<file path="src/rtl/clock_ctrl_if.sv">
// clock_ctrl_if: button, halt and CPU clock/reset signals of the clock sequencer.
// Optional speed select is present when CLK_SPEED_SEL_EN is defined.
interface clock_ctrl_if;
    logic       btn_step;
    logic       btn_run;
    logic       rst_req;
    logic       cpu_halt;
`ifdef CLK_SPEED_SEL_EN
    logic [1:0] speed;
`endif
    logic       cpu_ce;
    logic       cpu_reset;
    logic       running;
    logic       halted;

`ifdef CLK_SPEED_SEL_EN
    modport master (
        input  btn_step, btn_run, rst_req, cpu_halt, speed,
        output cpu_ce, cpu_reset, running, halted
    );
    modport slave (
        output btn_step, btn_run, rst_req, cpu_halt, speed,
        input  cpu_ce, cpu_reset, running, halted
    );
`else
    modport master (
        input  btn_step, btn_run, rst_req, cpu_halt,
        output cpu_ce, cpu_reset, running, halted
    );
    modport slave (
        output btn_step, btn_run, rst_req, cpu_halt,
        input  cpu_ce, cpu_reset, running, halted
    );
`endif
endinterface

</file>
<file path="src/rtl/clock_ctrl.sv">
// clock_ctrl: CPU clock sequencer (reset hold, stop, step, run, halt).
// Define CLK_SPEED_SEL_EN to add the speed[1:0] run-period select.
module clock_ctrl #(
    parameter int DIV_WIDTH = 16,
    parameter int RUN_DIV   = 50000,
    parameter int RST_HOLD  = 4
) (
    input  logic          clk,
    input  logic          reset,
    clock_ctrl_if.master  io
);

    localparam int HW = $clog2(RST_HOLD + 1);
    localparam logic [HW-1:0] HOLD_MAX = HW'(RST_HOLD);
    localparam logic [DIV_WIDTH-1:0] TDIV = DIV_WIDTH'(RUN_DIV);
    localparam logic [DIV_WIDTH-1:0] ONE = DIV_WIDTH'(1);

    typedef enum logic [1:0] {
        S_RST,
        S_STOP,
        S_RUN,
        S_HALT
    } state_t;

    state_t               state_q, state_d;
    logic [HW-1:0]        hold_q, hold_d;
    logic [DIV_WIDTH-1:0] div_q, div_d;
    logic                 ce_d;
    logic                 step_q, run_q;
    logic                 rise_step, rise_run;
    logic                 wrap;

    assign rise_step = io.btn_step & ~step_q;
    assign rise_run  = io.btn_run & ~run_q;

`ifdef CLK_SPEED_SEL_EN
    logic [DIV_WIDTH-1:0] per;
    logic [DIV_WIDTH-1:0] last;

    // Run period scales down by 4x per speed step, never below one cycle.
    always_comb begin
        per = TDIV >> {io.speed, 1'b0};
        if (per == '0) begin
            per = ONE;
        end
        last = per - ONE;
    end

    assign wrap = div_q >= last;
`else
    assign wrap = div_q == TDIV - ONE;
`endif

    // Button history; starts high so a button held through reset is no edge.
    always_ff @(posedge clk or posedge reset) begin
        if (reset) begin
            step_q <= 1'b1;
            run_q  <= 1'b1;
        end else begin
            step_q <= io.btn_step;
            run_q  <= io.btn_run;
        end
    end

    // Next state: rst_req, then halt, then run edge, then step edge.
    always_comb begin
        state_d = state_q;
        hold_d  = hold_q;
        div_d   = div_q;
        ce_d    = 1'b0;
        if (io.rst_req) begin
            state_d = S_RST;
            hold_d  = '0;
            div_d   = '0;
        end else begin
            case (state_q)
                S_RST: begin
                    if (hold_q == HOLD_MAX) begin
                        state_d = S_STOP;
                        hold_d  = '0;
                    end else begin
                        hold_d = hold_q + 1'b1;
                    end
                end
                S_STOP: begin
                    if (io.cpu_halt) begin
                        state_d = S_HALT;
                    end else if (rise_run) begin
                        state_d = S_RUN;
                        div_d   = '0;
                    end else if (rise_step) begin
                        ce_d = 1'b1;
                    end
                end
                S_RUN: begin
                    if (io.cpu_halt) begin
                        state_d = S_HALT;
                        div_d   = '0;
                    end else if (rise_run) begin
                        state_d = S_STOP;
                        div_d   = '0;
                    end else if (wrap) begin
                        ce_d  = 1'b1;
                        div_d = '0;
                    end else begin
                        div_d = div_q + ONE;
                    end
                end
                S_HALT: begin
                    state_d = S_HALT;
                end
                default: begin
                    state_d = S_RST;
                    hold_d  = '0;
                    div_d   = '0;
                end
            endcase
        end
    end

    // State, counters and registered outputs.
    always_ff @(posedge clk or posedge reset) begin
        if (reset) begin
            state_q      <= S_RST;
            hold_q       <= '0;
            div_q        <= '0;
            io.cpu_ce    <= 1'b0;
            io.cpu_reset <= 1'b1;
            io.running   <= 1'b0;
            io.halted    <= 1'b0;
        end else begin
            state_q      <= state_d;
            hold_q       <= hold_d;
            div_q        <= div_d;
            io.cpu_ce    <= ce_d;
            io.cpu_reset <= state_d == S_RST;
            io.running   <= state_d == S_RUN;
            io.halted    <= state_d == S_HALT;
        end
    end

endmodule

</file>
<file path="src/flat_wrapper.sv">
// flat-port wrapper written by rule: the top's interface ports become plain ports
module clock_ctrl_flat 
#(
    parameter int DIV_WIDTH = 16,
    parameter int RUN_DIV   = 50000,
    parameter int RST_HOLD  = 4
)
  (clk, reset, io_btn_step, io_btn_run, io_rst_req, io_cpu_halt, io_cpu_ce, io_cpu_reset, io_running, io_halted);
  clock_ctrl_if io_i ();
  input  logic clk;
  input  logic reset;
  input wire logic [$bits(io_i.btn_step)-1:0] io_btn_step;
  input wire logic [$bits(io_i.btn_run)-1:0] io_btn_run;
  input wire logic [$bits(io_i.rst_req)-1:0] io_rst_req;
  input wire logic [$bits(io_i.cpu_halt)-1:0] io_cpu_halt;
  output wire logic [$bits(io_i.cpu_ce)-1:0] io_cpu_ce;
  output wire logic [$bits(io_i.cpu_reset)-1:0] io_cpu_reset;
  output wire logic [$bits(io_i.running)-1:0] io_running;
  output wire logic [$bits(io_i.halted)-1:0] io_halted;
  assign io_i.btn_step = io_btn_step;
  assign io_i.btn_run = io_btn_run;
  assign io_i.rst_req = io_rst_req;
  assign io_i.cpu_halt = io_cpu_halt;
  assign io_cpu_ce = io_i.cpu_ce;
  assign io_cpu_reset = io_i.cpu_reset;
  assign io_running = io_i.running;
  assign io_halted = io_i.halted;
  clock_ctrl #(.DIV_WIDTH(DIV_WIDTH), .RUN_DIV(RUN_DIV), .RST_HOLD(RST_HOLD)) u_core (.clk(clk), .reset(reset), .io(io_i));
endmodule
</file>
<file path="config.mk">
export PLATFORM = sky130hd
export DESIGN_NAME = clock_ctrl_flat
export DESIGN_NICKNAME = d
export VERILOG_FILES = /design/src/rtl/clock_ctrl_if.sv /design/src/rtl/clock_ctrl.sv /design/src/flat_wrapper.sv
export SDC_FILE = /design/constraint.sdc
export NUM_CORES = 1
export LEC_CHECK = 0
export CELL_PAD_IN_SITES_DETAIL_PLACEMENT = 0
export CELL_PAD_IN_SITES_GLOBAL_PLACEMENT = 1
export CORE_MARGIN = 5
export CORE_UTILIZATION = 45
export CTS_CLUSTER_SIZE = 16
export DETAILED_ROUTE_END_ITERATION = 10
export GPL_ROUTABILITY_DRIVEN = 0
export PLACE_DENSITY_LB_ADDON = 0.15
export SKIP_LAST_GASP = 1
export SYNTH_ARGS = -nofsm -noshare
export SYNTH_HDL_FRONTEND = slang
export SYNTH_SLANG_ARGS = --single-unit
</file>
<file path="constraint.sdc">
create_clock -name clk -period 2.24 [get_ports clk]
set_input_delay 0.448 -clock clk [delete_from_list [all_inputs] [get_ports clk]]
set_output_delay 0.448 -clock clk [all_outputs]
set_load 0.01 [all_outputs]
</file>
==> impl_metrics.prom, run 1 <==
# TYPE chip_impl_metric gauge
chip_impl_metric{name="power.total",unit="uW"} 1280
chip_impl_metric{name="yosysSeqAreaShare",unit=""} 0.439
chip_impl_metric{name="synth_seq_cells",unit=""} 27
chip_impl_metric{name="power.internal",unit="uW"} 819
chip_impl_info{name="critPathTopFamily",value="simple AND/OR/NAND/NOR gates"} 1
chip_impl_metric{name="count_of_endpoints_failing_setup_in_the_final_report",unit=""} 0
chip_impl_info{name="worstReg2RegEnd",value="u_core.div_q[12]$_DFFE_PP0P_"} 1
chip_impl_metric{name="min_period_over_period",unit=""} 0.880
chip_impl_metric{name="die_height",unit="um"} 68.7
chip_impl_metric{name="syn-num-nets",unit=""} 171
chip_impl_info{name="crit_path_end_kind",value="flip-flop"} 1
chip_impl_metric{name="fmax",unit="GHz"} 0.507
chip_impl_metric{name="finalCriticalPeriod",unit="ps"} 1970
chip_impl_metric{name="dpl_cell_area",unit="um2"} 1750
chip_impl_info{name="setup_repair_after_global_routing_missed_its_margin",value="false"} 1
chip_impl_metric{name="switching_share",unit=""} 0.359
chip_impl_metric{name="fin_skew",unit="ps"} 3.29
chip_impl_info{name="path_type_of_the_worst_setup_path",value="flip-flop to flip-flop"} 1
chip_impl_info{name="cp_startpoint",value="u_core.state_q[1]$_DFF_PP0_"} 1
chip_impl_metric{name="initial_core_utilization",unit=""} 0.464
chip_impl_metric{name="fraction_of_final_layout_cells_sized_beyond_drive_strength_1",unit=""} 0.158
chip_impl_info{name="tritoncts_clock_tree",value="built"} 1
chip_impl_metric{name="path_max_fanout",unit=""} 6
chip_impl_info{name="crit_path_start_kind",value="flip-flop"} 1
chip_impl_metric{name="area.growth.synth_to_final",unit="%"} 14.8
chip_impl_metric{name="route.detailed.wl_per_inst",unit="um"} 13.8
chip_impl_info{name="netlist_top_cells_area",value="sky130_fd_sc_hd__dfrtp_1, sky130_fd_sc_hd__ha_1, sky130_fd_sc_hd__dfstp_2, sky130_fd_sc_hd__a21oi_1, sky130_fd_sc_hd__o21ai_0"} 1
chip_impl_metric{name="cts_buffer_depth",unit=""} 2
chip_impl_metric{name="pin_count",unit=""} 10
chip_impl_info{name="cp_slowest_cell",value="sky130_fd_sc_hd__or4_1"} 1
chip_impl_metric{name="clk_latency",unit="ps"} 320
chip_impl_metric{name="worst_r2r_path_depth",unit=""} 6
chip_impl_metric{name="detail_placement_hpwl",unit="um"} 2420
chip_impl_metric{name="clkSinkCount",unit=""} 27
chip_impl_metric{name="final-hold-violation-count",unit=""} 0
chip_impl_metric{name="antenna_found_initial",unit=""} 0
chip_impl_info{name="rr_startpoint",value="u_core.state_q[1]$_DFF_PP0_"} 1
chip_impl_metric{name="synth_cell_types",unit=""} 49
chip_impl_metric{name="nets",unit=""} 191
chip_impl_metric{name="grt_start_max_net_pins",unit=""} 28
chip_impl_info{name="min_path_type",value="primary input to asynchronous set/reset pin"} 1
chip_impl_metric{name="cap_viol_max_count",unit=""} 0
chip_impl_metric{name="ys_warn_count",unit=""} 0
chip_impl_metric{name="power.clock.fraction",unit=""} 0.169
chip_impl_metric{name="grt_pass1_vias",unit=""} 1254
chip_impl_metric{name="finish.instance_area",unit="um2"} 1780
chip_impl_metric{name="hold-worst-slack",unit="ps"} 453
chip_impl_metric{name="wirelength",unit="um"} 3080
chip_impl_metric{name="cp.buffers_inverters",unit=""} 1
chip_impl_metric{name="firstDrtPassIters",unit=""} 4
chip_impl_metric{name="number_of_design_rule_violations_left_after_detail_routing",unit=""} 0
chip_impl_metric{name="final.setup.tns",unit="ps"} 0
chip_impl_metric{name="final_max_slew_viol_count",unit=""} 0
chip_impl_info{name="cts.root.buffer_cell",value="sky130_fd_sc_hd__clkbuf_4"} 1
chip_impl_metric{name="timing_worst_slew_pin_value",unit="ps"} 424
chip_impl_metric{name="power-per-cell-area",unit="nW/um2"} 719
chip_impl_metric{name="syn-instance-count",unit=""} 158
chip_impl_metric{name="arrival",unit="ps"} 2230
chip_impl_metric{name="chipWidth",unit="um"} 68.7
chip_impl_metric{name="cts_buffer_count",unit=""} 3
chip_impl_metric{name="n_antenna_cell",unit=""} 0
chip_impl_metric{name="cts_htree_levels",unit=""} 1
chip_impl_metric{name="cts_hold_repair.buffers",unit=""} 0
chip_impl_metric{name="critPathMaxStageDelay",unit="ps"} 520
chip_impl_metric{name="grt_first_pass_wirelength",unit="um"} 5550
chip_impl_metric{name="groute.usage.overall",unit=""} 0.154
chip_impl_metric{name="drtAntennaViolNets",unit=""} 0
chip_impl_metric{name="synth.cell_area",unit="um2"} 1550
chip_impl_metric{name="synth-edff-count",unit=""} 0
chip_impl_info{name="crit_path_cell_trace",value="inv_1, ha_1, and4bb_4, o311ai_2, or4_1, a21oi_1"} 1
chip_impl_info{name="critical_path_destination",value="u_core.div_q[12]$_DFFE_PP0P_"} 1
chip_impl_metric{name="required",unit="ps"} 2500
chip_impl_metric{name="part_of_the_total_power_dissipated_in_combinational_logic",unit=""} 0.379
chip_impl_info{name="synth.cells.most_frequent",value="sky130_fd_sc_hd__dfrtp_1, sky130_fd_sc_hd__nor2_1, sky130_fd_sc_hd__nand2_1"} 1
chip_impl_metric{name="power.share.sequential",unit=""} 0.452
chip_impl_info{name="outcome",value="finished, final reports clean"} 1
chip_impl_metric{name="postSynth.asyncResetShare",unit=""} 1.00
chip_impl_metric{name="cp_depth",unit=""} 6
chip_impl_metric{name="synth_largest_type_area_fraction",unit=""} 0.388
chip_impl_metric{name="rows",unit=""} 21
chip_impl_info{name="biggest_area_consumer_among_synthesized_cells",value="sky130_fd_sc_hd__dfrtp_1"} 1
chip_impl_metric{name="grt.overflow.total",unit=""} 0
chip_impl_metric{name="total_leakage_power",unit="uW"} 0.000746
chip_impl_metric{name="power.net_switching",unit="uW"} 459
chip_impl_metric{name="cts_setup_buffers",unit=""} 0
chip_impl_metric{name="drt_iter0_drc",unit=""} 51
chip_impl_metric{name="max_slew_margin",unit=""} 0.715
chip_impl_metric{name="clkSlewWorstSetupHoldPaths",unit="ps"} 150
chip_impl_metric{name="cts_resized",unit=""} 0
chip_impl_metric{name="die_area",unit="um2"} 4720
chip_impl_metric{name="core_area",unit="um2"} 3340
chip_impl_metric{name="timing.reg2reg.setup_slack",unit="ps"} 270
chip_impl_metric{name="irDropWorstVdd",unit="uV"} 529
chip_impl_metric{name="synth.avg_cell_area",unit="um2"} 9.80
chip_impl_info{name="synthMostInstantiatedCell",value="sky130_fd_sc_hd__dfrtp_1"} 1
chip_impl_metric{name="number_of_vias_after_detailed_routing",unit=""} 1253
chip_impl_info{name="synth_top_flop_cell",value="sky130_fd_sc_hd__dfrtp_1"} 1
chip_impl_metric{name="drt-vias-per-instance",unit=""} 5.62
chip_impl_metric{name="number_of_i_o_port_buffers",unit=""} 9
## metal layers
metal / wire (um) / part of all wire / track usage
met3: 102 / 0.033 / 0.0292
met4: 23 / 0.0075 / 0.0397
met2: 1580 / 0.51 / 0.280
met5: 0 / 0 / 0
met1: 1380 / 0.45 / 0.184
## power groups by stage
stage / sequential [uW] / clock (uW) / combinational, uW
finish: 577 / 216 / 484
global route: 587 / 253 / 552
CTS: 578 / 228 / 492
detailed placement: 587 / 0 / 490
global placement: 585 / 0 / 472
floorplan: 589 / 0 / 325
## registers in the layout (all words and copies together), names as in the netlist
name                 count
u_core.io.halted         1
u_core.hold_q            3
u_core.io.running        1
u_core.io.cpu_reset      1
u_core.io.cpu_ce         1
u_core.run_q             1
u_core.step_q            1
u_core.div_q            16
u_core.state_q           2
## worst reg2reg max path, stage by stage (launching register included)
cell and delay [ps]:
sky130_fd_sc_hd__dfrtp_1 440, sky130_fd_sc_hd__inv_1 100, sky130_fd_sc_hd__ha_1 230, sky130_fd_sc_hd__and4bb_4 310, sky130_fd_sc_hd__o311ai_2 150, sky130_fd_sc_hd__or4_1 520, sky130_fd_sc_hd__a21oi_1 160
## worst min path at each step
stage                                      start                           end  cells past startpoint
finish                                     reset   u_core.div_q[8]$_DFFE_PP0P_                      3
global route                               reset   u_core.div_q[8]$_DFFE_PP0P_                      3
CTS                                        reset   u_core.div_q[8]$_DFFE_PP0P_                      3
detailed placement  u_core.div_q[14]$_DFFE_PP0P_  u_core.div_q[14]$_DFFE_PP0P_                      1
global placement    u_core.div_q[14]$_DFFE_PP0P_  u_core.div_q[14]$_DFFE_PP0P_                      1
floorplan                             io_btn_run        u_core.run_q$_DFF_PP1_                      0
## area by class of cell
class | count | area, um2
clock inverters | 1 | 7.51
clock buffers | 3 | 22.5
inverters | 9 | 33.8
multi-input cells | 119 | 820
well taps | 46 | 57.6
flip-flops and latches | 27 | 679
repair buffers | 18 | 158
fillers | 335 | 1560
## kinds of logic after synthesis
family,share of synthesized area
muxes,0.0137
DFF,0.439
adders and majority gates,0.0565
AOI/OAI and AO/OA,0.167
xor gates and xnor gates,0.0226
buffers and inverters,0.0323
and+or+nand+nor,0.269
## layout by cell type (no fill, tap or decap), types with 2 or more instances in the layout
master	netlist	layout
sky130_fd_sc_hd__or4_1	4	4
sky130_fd_sc_hd__a21oi_1	10	10
sky130_fd_sc_hd__o21ai_0	9	9
sky130_fd_sc_hd__a31oi_1	5	5
sky130_fd_sc_hd__dfrtp_1	24	24
sky130_fd_sc_hd__clkbuf_4	1	3
sky130_fd_sc_hd__nand3_1	5	5
sky130_fd_sc_hd__xor2_1	4	4
sky130_fd_sc_hd__and2_1	2	2
sky130_fd_sc_hd__or3_1	5	5
sky130_fd_sc_hd__nand2_1	11	11
sky130_fd_sc_hd__buf_4	0	9
sky130_fd_sc_hd__inv_1	9	9
sky130_fd_sc_hd__nor4_1	2	2
sky130_fd_sc_hd__nand2b_1	2	2
sky130_fd_sc_hd__and3_1	4	4
sky130_fd_sc_hd__dfstp_2	3	3
sky130_fd_sc_hd__o31ai_1	6	6
sky130_fd_sc_hd__nand3_2	2	2
sky130_fd_sc_hd__clkdlybuf4s50_1	0	9
sky130_fd_sc_hd__nand4_1	2	2
sky130_fd_sc_hd__ha_1	7	7
sky130_fd_sc_hd__o211ai_1	2	2
sky130_fd_sc_hd__nor2_1	12	12
## stage by stage
stage	setup WS, ps	std cells	util
2_1_floorplan	412	158	-
3_3_place_gp	145	219	0.524
3_5_place_dp	91.3	219	0.524
4_1_cts	243	223	0.533
5_1_grt	63.0	223	0.533
6_report	268	223	0.533
(Power assumes the default switching activity.)
==> run 2, diff against run 1 <==
- PLACE_DENSITY_LB_ADDON: 0.15 -> 0.1
==> impl_metrics.prom, run 2 (synthesized netlist as in run 1, its figures left out) <==
# TYPE chip_impl_metric gauge
chip_impl_info{name="crit_path_start_kind",value="flip-flop"} 1
chip_impl_metric{name="count_of_endpoints_failing_setup_in_the_final_report",unit=""} 0
chip_impl_metric{name="core_area",unit="um2"} 3340
chip_impl_metric{name="pin_count",unit=""} 10
chip_impl_metric{name="drt-vias-per-instance",unit=""} 5.67
chip_impl_info{name="min_path_type",value="primary input to asynchronous set/reset pin"} 1
chip_impl_metric{name="drtAntennaViolNets",unit=""} 0
chip_impl_metric{name="n_antenna_cell",unit=""} 0
chip_impl_metric{name="fraction_of_final_layout_cells_sized_beyond_drive_strength_1",unit=""} 0.158
chip_impl_metric{name="max_ffs_per_register",unit=""} 16
chip_impl_metric{name="cts_resized",unit=""} 0
chip_impl_metric{name="dp.cells",unit=""} 219
chip_impl_metric{name="wirelength",unit="um"} 3190
chip_impl_metric{name="min_period_over_period",unit=""} 0.887
chip_impl_metric{name="finalCriticalPeriod",unit="ps"} 1990
chip_impl_metric{name="clk_latency",unit="ps"} 330
chip_impl_info{name="outcome",value="finished, final reports clean"} 1
chip_impl_metric{name="cap_viol_max_count",unit=""} 0
chip_impl_info{name="cts.root.buffer_cell",value="sky130_fd_sc_hd__clkbuf_4"} 1
chip_impl_metric{name="chipWidth",unit="um"} 68.7
chip_impl_metric{name="timing.reg2reg.setup_slack",unit="ps"} 250
chip_impl_metric{name="nets",unit=""} 191
chip_impl_info{name="largest_registers",value="u_core.div_q: 16 flops, u_core.hold_q: 3 flops, u_core.state_q: 2 flops"} 1
chip_impl_metric{name="area.growth.synth_to_final",unit="%"} 14.9
chip_impl_info{name="registers.top_by_ff_count",value="u_core.div_q"} 1
chip_impl_metric{name="number_of_vias_after_detailed_routing",unit=""} 1264
chip_impl_info{name="tritoncts_clock_tree",value="built"} 1
chip_impl_metric{name="initial_core_utilization",unit=""} 0.464
chip_impl_metric{name="total_leakage_power",unit="uW"} 0.000751
chip_impl_metric{name="fmax",unit="GHz"} 0.503
chip_impl_metric{name="path_max_fanout",unit=""} 6
chip_impl_metric{name="worst_slack",unit="ps"} 252
chip_impl_metric{name="firstDrtPassIters",unit=""} 4
chip_impl_metric{name="number_of_design_rule_violations_left_after_detail_routing",unit=""} 0
chip_impl_metric{name="fin_cells",unit=""} 223
chip_impl_metric{name="grt_start_max_net_pins",unit=""} 20
chip_impl_metric{name="route.detailed.wl_per_inst",unit="um"} 14.3
chip_impl_metric{name="grt.overflow.total",unit=""} 0
chip_impl_metric{name="final.setup.tns",unit="ps"} 0
chip_impl_metric{name="final-hold-violation-count",unit=""} 0
chip_impl_info{name="layout.cells.most_common",value="sky130_fd_sc_hd__dfrtp_1"} 1
chip_impl_metric{name="arrival",unit="ps"} 2270
chip_impl_metric{name="max_slew_margin",unit=""} 0.742
chip_impl_metric{name="groute.usage.overall",unit=""} 0.157
chip_impl_metric{name="number_of_i_o_port_buffers",unit=""} 9
chip_impl_metric{name="die_height",unit="um"} 68.7
chip_impl_metric{name="power-per-cell-area",unit="nW/um2"} 724
chip_impl_metric{name="final_max_slew_viol_count",unit=""} 0
chip_impl_info{name="final_cell_mix",value="sky130_fd_sc_hd__dfrtp_1, sky130_fd_sc_hd__nor2_1, sky130_fd_sc_hd__nand2_1"} 1
chip_impl_metric{name="cts_buffer_depth",unit=""} 2
chip_impl_metric{name="drt_iter0_drc",unit=""} 33
chip_impl_metric{name="hold-worst-slack",unit="ps"} 338
chip_impl_metric{name="cts_buffer_count",unit=""} 3
chip_impl_metric{name="cts_htree_levels",unit=""} 1
chip_impl_metric{name="cts_hold_repair.buffers",unit=""} 0
chip_impl_metric{name="die_area",unit="um2"} 4720
chip_impl_info{name="setup_repair_after_global_routing_missed_its_margin",value="false"} 1
chip_impl_info{name="rr_startpoint",value="u_core.state_q[0]$_DFF_PP0_"} 1
chip_impl_metric{name="clkSinkCount",unit=""} 27
chip_impl_metric{name="grt_first_pass_wirelength",unit="um"} 5640
chip_impl_info{name="path_type_of_the_worst_setup_path",value="flip-flop to flip-flop"} 1
chip_impl_metric{name="grt_pass1_vias",unit=""} 1264
chip_impl_info{name="worstReg2RegEnd",value="u_core.div_q[12]$_DFFE_PP0P_"} 1
chip_impl_metric{name="cts_setup_buffers",unit=""} 0
chip_impl_metric{name="fin_skew",unit="ps"} 14.5
chip_impl_metric{name="clkSlewWorstSetupHoldPaths",unit="ps"} 160
chip_impl_metric{name="detail_placement_hpwl",unit="um"} 2450
chip_impl_info{name="crit_path_end_kind",value="flip-flop"} 1
chip_impl_metric{name="dpl_worst_slack",unit="ps"} 101
chip_impl_metric{name="rows",unit=""} 21
chip_impl_metric{name="required",unit="ps"} 2520
chip_impl_metric{name="timing_worst_slew_pin_value",unit="ps"} 383
chip_impl_metric{name="irDropWorstVdd",unit="uV"} 423
chip_impl_metric{name="antenna_found_initial",unit=""} 0
chip_impl_metric{name="worst_r2r_path_depth",unit=""} 6
run 2: cell types whose count changed in the layout (fill, tap and decap cells not counted):
| cell | previous run | this run |
|---|---|---|
| sky130_fd_sc_hd__clkinvlp_4 | 1 | 0 |
| sky130_fd_sc_hd__inv_6 | 0 | 1 |
run 2: layout make-up:
class                           count  area (um2)
Timing Repair Buffer               18         158
Fill cell                         326        1560
Inverter                            9        33.8
Clock inverter                      1        8.76
Clock buffer                        3        22.5
Multi-Input combinational cell    119         820
Sequential cell                    27         679
Tap cell                           46        57.6
run 2: how the worst max path moves through the flow:
stage	cells after the start	to	slack, ps	startpoint
finish	6	u_core.div_q[12]$_DFFE_PP0P_	250	u_core.state_q[0]$_DFF_PP0_
global placement	5	u_core.div_q[12]$_DFFE_PP0P_	140	io_btn_run
floorplan	6	u_core.div_q[12]$_DFFE_PP0P_	410	u_core.state_q[1]$_DFF_PP0_
CTS	6	u_core.div_q[12]$_DFFE_PP0P_	230	u_core.state_q[0]$_DFF_PP0_
detailed placement	5	u_core.div_q[12]$_DFFE_PP0P_	100	io_cpu_halt
global route	7	u_core.div_q[8]$_DFFE_PP0P_	50	u_core.state_q[0]$_DFF_PP0_
run 2: power by group:
part	internal, uW	switching, uW
Combinational	201	279
Sequential	544	37.9
Clock	72.8	154
Total	818	471
run 2: critical path, stage by stage, from the launching register on:
cell and delay, ps:
sky130_fd_sc_hd__dfrtp_1 450, sky130_fd_sc_hd__inv_1 120, sky130_fd_sc_hd__ha_1 260, sky130_fd_sc_hd__and2b_1 290, sky130_fd_sc_hd__o311ai_2 140, sky130_fd_sc_hd__or4_1 520, sky130_fd_sc_hd__a21oi_1 140
run 2: layer usage:
layer  GRT usage  vias to the layer above  wire length (um)
met1       0.197                      622              1520
met2       0.273                        8              1570
met4      0.0596                        0                46
met3      0.0211                        4                51
li1            -                      630                 -
met5           0                        -                 0
run 2: through the flow:
| step | cell area, um2 | power (uW) | utilization |
|---|---|---|---|
| floorplan | 1550 | 914 | - |
| global placement | 1750 | 1050 | 0.524 |
| detailed placement | 1750 | 1070 | 0.524 |
| CTS | 1780 | 1310 | 0.533 |
| global route | 1780 | 1390 | 0.533 |
| finish | 1780 | 1290 | 0.533 |
